[config.mk]
export PLATFORM = sky130hd
export DESIGN_NAME = spi_cmd_tx
export DESIGN_NICKNAME = d
export VERILOG_FILES = /design/src/rtl/spi_cmd_tx.sv
export SDC_FILE = /design/constraint.sdc
export NUM_CORES = 1
export LEC_CHECK = 0
export BUFFER_PORTS_ARGS = -buffer_cell sky130_fd_sc_hd__clkbuf_2
export CORE_ASPECT_RATIO = 0.8
export CORE_MARGIN = 2
export CORE_UTILIZATION = 35
export CTS_CLUSTER_SIZE = 14
export DETAILED_ROUTE_END_ITERATION = 16
export PLACE_DENSITY = 0.51
export SLEW_MARGIN = 20
export SYNTH_ARGS = -nofsm -noshare
export SYNTH_HDL_FRONTEND = slang
export SYNTH_SLANG_ARGS = --single-unit
[constraint.sdc]
create_clock -name iclk -period 1.63 [get_ports iclk]
set_input_delay 0 -clock iclk [delete_from_list [all_inputs] [get_ports iclk]]
set_output_delay 0 -clock iclk [all_outputs]
set_load 0.05 [all_outputs]
[src/rtl/spi_cmd_tx.sv]
// Serial command transmitter for the PSEC5 SPI slave: sends one {data, addr} frame,
// address byte first, LSB first, with a programmable sclk half-period and trailing gap.
//
// state    | meaning
// ---------+------------------------------------------------------------
// IDLE     | waiting for tx_valid; tx_ready high, sclk and serial_out low
// SHIFT_LO | sclk low half-period; serial_out presents sreg[0]
// SHIFT_HI | sclk high half-period; shift and count bit on final cycle
// GAP      | sclk and serial_out low for GAP_CYCLES after the last bit

module spi_cmd_tx #(
    parameter int unsigned HALF_PERIOD = 1,
    parameter int unsigned GAP_CYCLES  = 2
) (
    input  logic       iclk,
    input  logic       rst,
    input  logic       tx_valid,
    input  logic [7:0] tx_addr,
    input  logic [7:0] tx_data,
    output logic       tx_ready,
    output logic       sclk,
    output logic       serial_out,
    output logic       busy,
    output logic       done
);

    typedef enum logic [1:0] {
        IDLE     = 2'd0,
        SHIFT_LO = 2'd1,
        SHIFT_HI = 2'd2,
        GAP      = 2'd3
    } state_t;

    // Terminal counts for the shared phase/gap timer; 8 bits covers 1..255.
    localparam logic [7:0] HALF_TC = 8'(HALF_PERIOD - 1);
    localparam logic [7:0] GAP_TC  = (GAP_CYCLES == 0) ? 8'd0 : 8'(GAP_CYCLES - 1);

    state_t      state, state_nxt;
    logic [15:0] sreg, sreg_nxt;
    logic [4:0]  bit_cnt, bit_cnt_nxt;
    logic [7:0]  div_cnt, div_cnt_nxt;
    logic        done_nxt;

    always_ff @(posedge iclk) begin
        if (rst) begin
            state   <= IDLE;
            sreg    <= 16'd0;
            bit_cnt <= 5'd0;
            div_cnt <= 8'd0;
            done    <= 1'b0;
        end else begin
            state   <= state_nxt;
            sreg    <= sreg_nxt;
            bit_cnt <= bit_cnt_nxt;
            div_cnt <= div_cnt_nxt;
            done    <= done_nxt;
        end
    end

    always_comb begin
        state_nxt   = state;
        sreg_nxt    = sreg;
        bit_cnt_nxt = bit_cnt;
        div_cnt_nxt = div_cnt;
        done_nxt    = 1'b0;
        tx_ready    = 1'b0;
        busy        = 1'b1;
        sclk        = 1'b0;
        serial_out  = 1'b0;

        case (state)
            IDLE: begin
                tx_ready = 1'b1;
                busy     = 1'b0;
                if (tx_valid) begin
                    sreg_nxt    = {tx_data, tx_addr};
                    bit_cnt_nxt = 5'd0;
                    div_cnt_nxt = 8'd0;
                    state_nxt   = SHIFT_LO;
                end
            end

            SHIFT_LO: begin
                serial_out = sreg[0];
                if (div_cnt == HALF_TC) begin
                    div_cnt_nxt = 8'd0;
                    state_nxt   = SHIFT_HI;
                end else begin
                    div_cnt_nxt = div_cnt + 8'd1;
                end
            end

            SHIFT_HI: begin
                sclk       = 1'b1;
                serial_out = sreg[0];
                if (div_cnt == HALF_TC) begin
                    // Shift lands after the falling edge, so data only moves while sclk is low.
                    div_cnt_nxt = 8'd0;
                    sreg_nxt    = {1'b0, sreg[15:1]};
                    bit_cnt_nxt = bit_cnt + 5'd1;
                    if (bit_cnt == 5'd15) begin
                        if (GAP_CYCLES == 0) begin
                            state_nxt = IDLE;
                            done_nxt  = 1'b1;
                        end else begin
                            state_nxt = GAP;
                        end
                    end else begin
                        state_nxt = SHIFT_LO;
                    end
                end else begin
                    div_cnt_nxt = div_cnt + 8'd1;
                end
            end

            GAP: begin
                if (div_cnt == GAP_TC) begin
                    div_cnt_nxt = 8'd0;
                    state_nxt   = IDLE;
                    done_nxt    = 1'b1;
                end else begin
                    div_cnt_nxt = div_cnt + 8'd1;
                end
            end

            default: begin
                state_nxt = IDLE;
            end
        endcase
    end

endmodule

==> results by group, run 1 <==
Critical path
  • Reg2reg path depth: 6
  • Worst setup SP type: register
  • CP Max Fanout: 6
  • R2r setup slk: -0.03 ns
  • R2R Path Start: state[0]
  • CP arrival: 1.86 ns
  • Crit path launch: state[0]
  • Crit path kind: register to register
  • CP Capture Type: register
  • Crit path required time: 1.83 ns

Timing
  • Final hold vios: 0
  • Worst-margin pin slew: 0.361 ns
  • Pins Over Slew Limit: 0
  • Setup TNS: -0.0475 ns
  • Period utilisation layout: 102%
  • RSZ-0062 raised after global routing: yes
  • Final worst slack: -0.0298 ns
  • Hold Slack: 0.0156 ns
  • Rel. slew slack: 75.9%
  • Upper clock frequency limit: 602 MHz
  • Final setup violation count: 3
  • Final min period: 1.66 ns
  • Fin Clk Skew: 0.00567 ns

Synth
  • Syn Nets: 226
  • Synth async-reset ratio: 0%
  • Compound-Gate Fraction of Synth Area: 22.6%
  • Top post-synthesis cells by area: dfxtp_1 (37%), mux2i_1 (8.6%), ha_1 (7.1%), a211oi_1 (6.9%), a21oi_1 (6.3%)
  • Cell count after synthesis: 197
  • Post-synthesis cell area: 1750 um2
  • Synth Area in XOR/XNOR: 0%
  • Prevailing post-synth register cell: dfxtp_1
  • Yosys top cell area share: 36.6%
  • Post-synth EDFFs: 0
  • Post-synth top area cell: dfxtp_1
  • Post-synth cell types: 37
  • Fraction of synthesized area in multiplexers: 8.58%
  • Syn_area_per_cell: 8.89 um2
  • Simple-gate share of the synthesized area: 19.2%
  • Sequential element share of the synthesized area: 36.6%
  • Post-synthesis adder-cell area fraction: 7.15%
  • Combinational family with the most area after synthesis: compound AO/OA/AOI/OAI gates
  • Synthesized flop and latch total: 32
  • Yosys warns: 0

Route
  • DRT Pass-1 Iters: 4
  • Vias: 1,685
  • WL final: 4700 um
  • Via/cell ratio: 5.44
  • Avg WL per Cell: 15.2 um
  • DRC viols: 0
  • Final ANT Viol Nets: 0
  • DR iter-0 viols: 75

Place
  • Placer Congestion: 0.775
  • Post-DP HPWL: 3170 um
  • DP Worst Slack: -0.0805 ns
  • PortBufs: 23
  • Cell Area, Placed: 2180 um2

Clock tree
  • CTS tree: yes
  • CTS sink cnt: 32
  • H-tree levels: 2
  • Post-CTS Hold Buffers: 0
  • Clock root cell: clkbuf_8
  • Clk buf depth: 2
  • Clock Latency Late Sink: 0.28 ns
  • CTS buffer count: 5
  • Clk slew on worst S/H paths: 0.07 ns

Power
  • Lkg Pwr: 0.982 nW
  • Clk pwr share: 21.5%
  • Peak supply drop: 0.000640 V
  • Reg power frac: 28.7%
  • Switching share of total power: 37.1%
  • Combinational power share: 49.9%
  • Sw Pwr: 1.36 mW
  • Internal: 2.30 mW
  • Power Dens Cells: 1380 nW/um2

Worst hold path
  • Worst Hold Path Cells: 3
  • Worst Hold Class: input port to register
  • Hold path startpoint: tx_data[7]

Die
  • Width of the die: 83.1 um
  • Top Ports: 24
  • Die height: 67.3 um
  • # rows: 22
  • Initial Util: 37.2%
  • Die Area: 5590 um2
  • Core Area: 4710 um2

Run
  • Max-Cap Viols: 0

Final layout
  • Area grow syn2layout: 51.8%
  • Commonest non-fill, non-tap cell in the layout: buf_4
  • Layout cells sized above 1: 51.2%
  • Fin area: 2660 um2
  • Nets: 278
  • Most frequent cells in the layout: buf_4 (28), dfxtp_1 (26), clkbuf_2 (22)
  • Ant diodes: 0
  • FILL cells: 402

Global route
  • Vias in the first global route: 1,579
  • First-pass GRT wire length: 7550 um
  • Largest net degree at the start of global routing: 25
  • Initial antenna violation count: 0
  • Global route total overflow: 0
  • GRT Overall Usage: 16.9%

Run status
  • Violated checks: negative setup slack
  • Status: finished with violations
per-stage QoR:
step                utilization, %  std cells  power (mW)
floorplan                        -        197        1.95
global placement              46.2        293        2.35
detailed placement            46.2        293        2.38
CTS                           49.7        302        3.19
global route                  56.4        310        3.86
finish                        56.4        310        3.66
per-layer routing:
metal  routed length, um  track usage, %  vias up
met5                   0               0        -
met4                  44            5.74        0
met3                 174            4.65        6
met2                2060            25.7       37
met1                2420            23.3      799
li1                    -               -      843
cells by family (layout without fill, tap and decap cells):
group           count (synthesis)  after routing
compound gates                 60             60
simple gates                   58             58
buf+inv                        22             75
mux                            15             15
flops                          32             32
fa+ha+maj                      10             10
state kept, by name, indices dropped and copies added (netlist names):
register,count
sreg,16
div_cnt,8
bit_cnt,5
state,2
done,1
Yosys cell counts (all sizes together) (2+ instances only):
cell type  count
dfxtp         32
a21oi         22
a211oi        16
mux2i         15
nand2         12
ha            10
clkbuf         9
nor2           9
inv            7
nand3          7
a31oi          6
buf            5
nand2b         5
nand4          5
o21ai          5
and3           4
nor3           3
nor3b          3
or4b           3
a311oi         2
a31o           2
a32o           2
and2           2
power by group through the flow:
stage	logic [mW]	registers, mW	clock network, mW
6_report	1.83	1.05	0.787
5_1_grt	1.96	1.07	0.837
4_1_cts	1.37	1.03	0.798
3_3_place_gp	1.31	1.04	0
3_5_place_dp	1.34	1.04	0
2_1_floorplan	0.924	1.03	0
final timing paths:
path / endpoint
setup / recovery: div_cnt[7]
hold / removal: sreg[15]
setup reg to reg: div_cnt[7]
hold reg to reg: sreg[15]
critical path, stage by stage (launching register included):
cell and delay [ns]:
dfxtp_4 0.37, inv_4 0.05, ha_4 0.27, nor2_2 0.04, o2111ai_4 0.24, or4b_1 0.46
a31oi_1 0.15
area by class of cell:
type | instances | area, um2 | area share, %
well taps | 60 | 75.1 | 2.83
clock buffers | 8 | 121 | 4.57
inverters | 8 | 47.5 | 1.79
multi-input cells | 143 | 1280 | 48.3
repair buffers | 59 | 475 | 17.9
flip-flops and latches | 32 | 653 | 24.6
timing repair:
action                     CTS  global route
setup endpoints to repair   21            28
pin swaps                    2             3
setup buffers                1             6
gates resized for setup      8            50
hold endpoints to repair     0             0
cloned                       0             2
Note: power is estimated with default switching activity, not from simulation.
==> run 2: changes to the inputs <==
Settings changed: ABC_AREA set to 1, CORE_MARGIN 2 to 3.
==> results by group, run 2 <==
Run status
  • Status: completed

Power
  • Combinational power share: 47.8%
  • Post-layout power: 3.04 mW
  • Power Dens Cells: 1310 nW/um2
  • Switching share of total power: 38.3%
  • Reg power frac: 33.1%
  • Sw Pwr: 1.16 mW
  • Peak supply drop: 0.000643 V
  • Internal: 1.88 mW
  • Lkg Pwr: 0.994 nW
  • Clk pwr share: 19.0%

Route
  • DRT Pass-1 Iters: 4
  • Avg WL per Cell: 12.4 um
  • WL final: 4350 um
  • DRC viols: 0
  • Final ANT Viol Nets: 0
  • Vias: 1,692
  • DR iter-0 viols: 66
  • Via/cell ratio: 4.82

Critical path
  • Critical path, cell by cell: inv_2 > ha_4 > inv_2 > buf_4 > clkbuf_4
  • R2r setup slk: 0.12 ns
  • Cell repeated most along the worst path: inv_2
  • FF-to-FF End: sreg[4]
  • Worst setup SP type: register
  • R2R Path Start: div_cnt[1]
  • CP Capture Type: primary output
  • CP Max Fanout: 10
  • WP depth: 5
  • Crit path kind: register to primary output
  • Buf+Inv Stages, Crit Path: 4
  • CP max stage delay: 0.40 ns
  • Reg2reg path depth: 10
  • Slowest CP cell: dfxtp_1
  • Crit path required time: 1.63 ns
  • CP arrival: 1.53 ns
  • Cell family with most CP delay: buffers and inverters

Global route
  • Largest net degree at the start of global routing: 28
  • First-pass GRT wire length: 6710 um
  • Initial antenna violation count: 0
  • Vias in the first global route: 1,361
  • GRT Overall Usage: 13.6%
  • Global route total overflow: 0

Final layout
  • Max FFs per register: 16
  • Fin area: 2320 um2
  • Commonest non-fill, non-tap cell in the layout: nand2_1
  • Layout cells sized above 1: 24.7%
  • Top flop regs: sreg (16), div_cnt (8), bit_cnt (5)
  • Final core area utilization: 48.1%
  • Area grow syn2layout: 26.7%
  • Nets: 320
  • Top reg by flops: sreg
  • Most frequent cells in the layout: nand2_1 (45), nor2_1 (33), dfxtp_1 (31)
  • Finished Layout Cells: 351
  • Ant diodes: 0

Synth
  • Post-synth top area cell: dfxtp_1
  • Yosys warns: 0
  • Top post-synthesis cells by area: dfxtp_1 (35%), nand2_1 (9.7%), mux2i_1 (8.2%), a21oi_1 (7.9%), nand3_1 (7.9%)
  • Cell count after synthesis: 250
  • Prevailing post-synth register cell: dfxtp_1
  • Synth async-reset ratio: 0%
  • List of most frequent post-synthesis cells: nand2_1 (47), nor2_1 (34), dfxtp_1 (32), a21oi_1 (29), nand3_1 (29)
  • Sequential element share of the synthesized area: 35.0%
  • Yosys top cell area share: 35.0%
  • Synthesized flop and latch total: 32
  • Post-synth cell types: 26
  • Post-synth EDFFs: 0
  • Syn_area_per_cell: 7.31 um2
  • Post-synthesis cell area: 1830 um2
  • Count leader, synth: nand2_1
  • Syn Nets: 279

Place
  • Post-DP HPWL: 2830 um
  • DP Worst Slack: 0.108 ns
  • Cell Area, Placed: 2080 um2
  • Placer Congestion: 0.781
  • PortBufs: 23
  • DP Cell Count: 331

Timing
  • Final worst slack: 0.104 ns
  • Period utilisation layout: 93.6%
  • Final setup violation count: 0
  • Hold Slack: 0.0577 ns
  • Fin Clk Skew: 0.00858 ns
  • Pins Over Slew Limit: 0
  • Rel. slew slack: 77.3%
  • Upper clock frequency limit: 655 MHz
  • Setup TNS: 0 ns
  • Worst-margin pin slew: 0.340 ns
  • Final min period: 1.53 ns
  • Final hold vios: 0

Worst hold path
  • Worst Hold Path Cells: 3
  • Hold EP: sreg[15]
  • Worst Hold Class: input port to register
  • Hold path startpoint: tx_valid

Die
  • # rows: 22
  • Width of the die: 86.8 um
  • Die Area: 6130 um2
  • Core Area: 4820 um2
  • Die height: 70.6 um
  • Top Ports: 24
  • Initial Util: 37.9%

Clock tree
  • H-tree levels: 2
  • Clk buf depth: 2
  • CTS buffer count: 5
  • CTS tree: yes
  • Clock root cell: clkbuf_8
  • Clk slew on worst S/H paths: 0.06 ns
  • CTS sink cnt: 32
  • Clock Latency Late Sink: 0.28 ns

Run
  • Max-Cap Viols: 0
-- run 2: changes by cell type in the layout (fill, tap and decap cells not counted), sizes merged, moves of 4 or more --
cell,before,now
o21ai,5,9
a21oi,22,30
a31oi,6,0
a211oi,16,0
nand2b,5,0
nand3,7,30
nor2,9,38
buf,34,20
inv,7,16
nand2,12,49
-- run 2: kinds of logic (layout without fill, tap and decap cells) --
logic type,after synthesis,in the layout,share of synthesized area [%]
AO/OA/AOI/OAI,39,40,11.7
buffers and inverters,30,70,7.46
adder cells (fa/ha/maj),10,10,6.84
multiplexers,15,15,8.21
flip-flops,32,32,35.0
AND/OR/NAND/NOR,122,122,29.8
XOR/XNOR,2,2,0.958
-- run 2: worst register-to-register path, stage by stage (launching register included) --
cell and delay (ns):
dfxtp_1 0.33, inv_1 0.08, ha_1 0.15, nand2_2 0.07
nor2_4 0.15, nand2_4 0.08, o21ai_4 0.15, clkbuf_16 0.23
nand3_1 0.07, nand2_1 0.06, nor2_1 0.04
-- run 2: cell type report --
type | count | area [um2]
timing repair buffer | 46 | 357
inverter | 17 | 67.6
clock inverter | 1 | 5.00
multi-input combinational | 189 | 1100
sequential | 32 | 642
clock buffer | 6 | 72.6
fill | 471 | 2500
tap | 60 | 75.1
-- run 2: power groups by stage --
stage	Clock [mW]	Sequential [mW]	Combinational [mW]
floorplan	0	1.01	0.911
global placement	0	1.02	1.15
detailed placement	0	1.02	1.14
CTS	0.610	1.01	1.15
global route	0.640	1.03	1.59
finish	0.579	1.01	1.46
-- run 2: per-layer routing --
layer  GRT usage [%]  routed length [um]  share of wire [%]
met5               0                   0                  0
met4            3.63                  22               0.51
met3            4.54                 146                3.4
met1            21.4                2390                 55
met2            17.3                1790                 41
-- run 2: how the worst max path moves through the flow --
| stage | from | slack [ns] | to |
|---|---|---|---|
| after global placement | div_cnt[0] | 0.09 | sreg[7] |
| after global routing | state[1] | -0.01 | sreg[7] |
| after detailed placement | div_cnt[0] | 0.11 | sreg[10] |
| after floorplan | state[1] | 0.03 | sreg[10] |
| final | state[1] | 0.10 | busy |
| after CTS | state[1] | 0.08 | busy |
-- run 2: timing repair --
| action | 4_1_cts | 5_1_grt |
|---|---|---|
| endpoints found under the setup margin | 0 | 20 |
| hold endpoints to repair | 1 | 0 |
| buffers inserted | 0 | 8 |
| hold buffers | 1 | 0 |
| resized for setup | 0 | 9 |
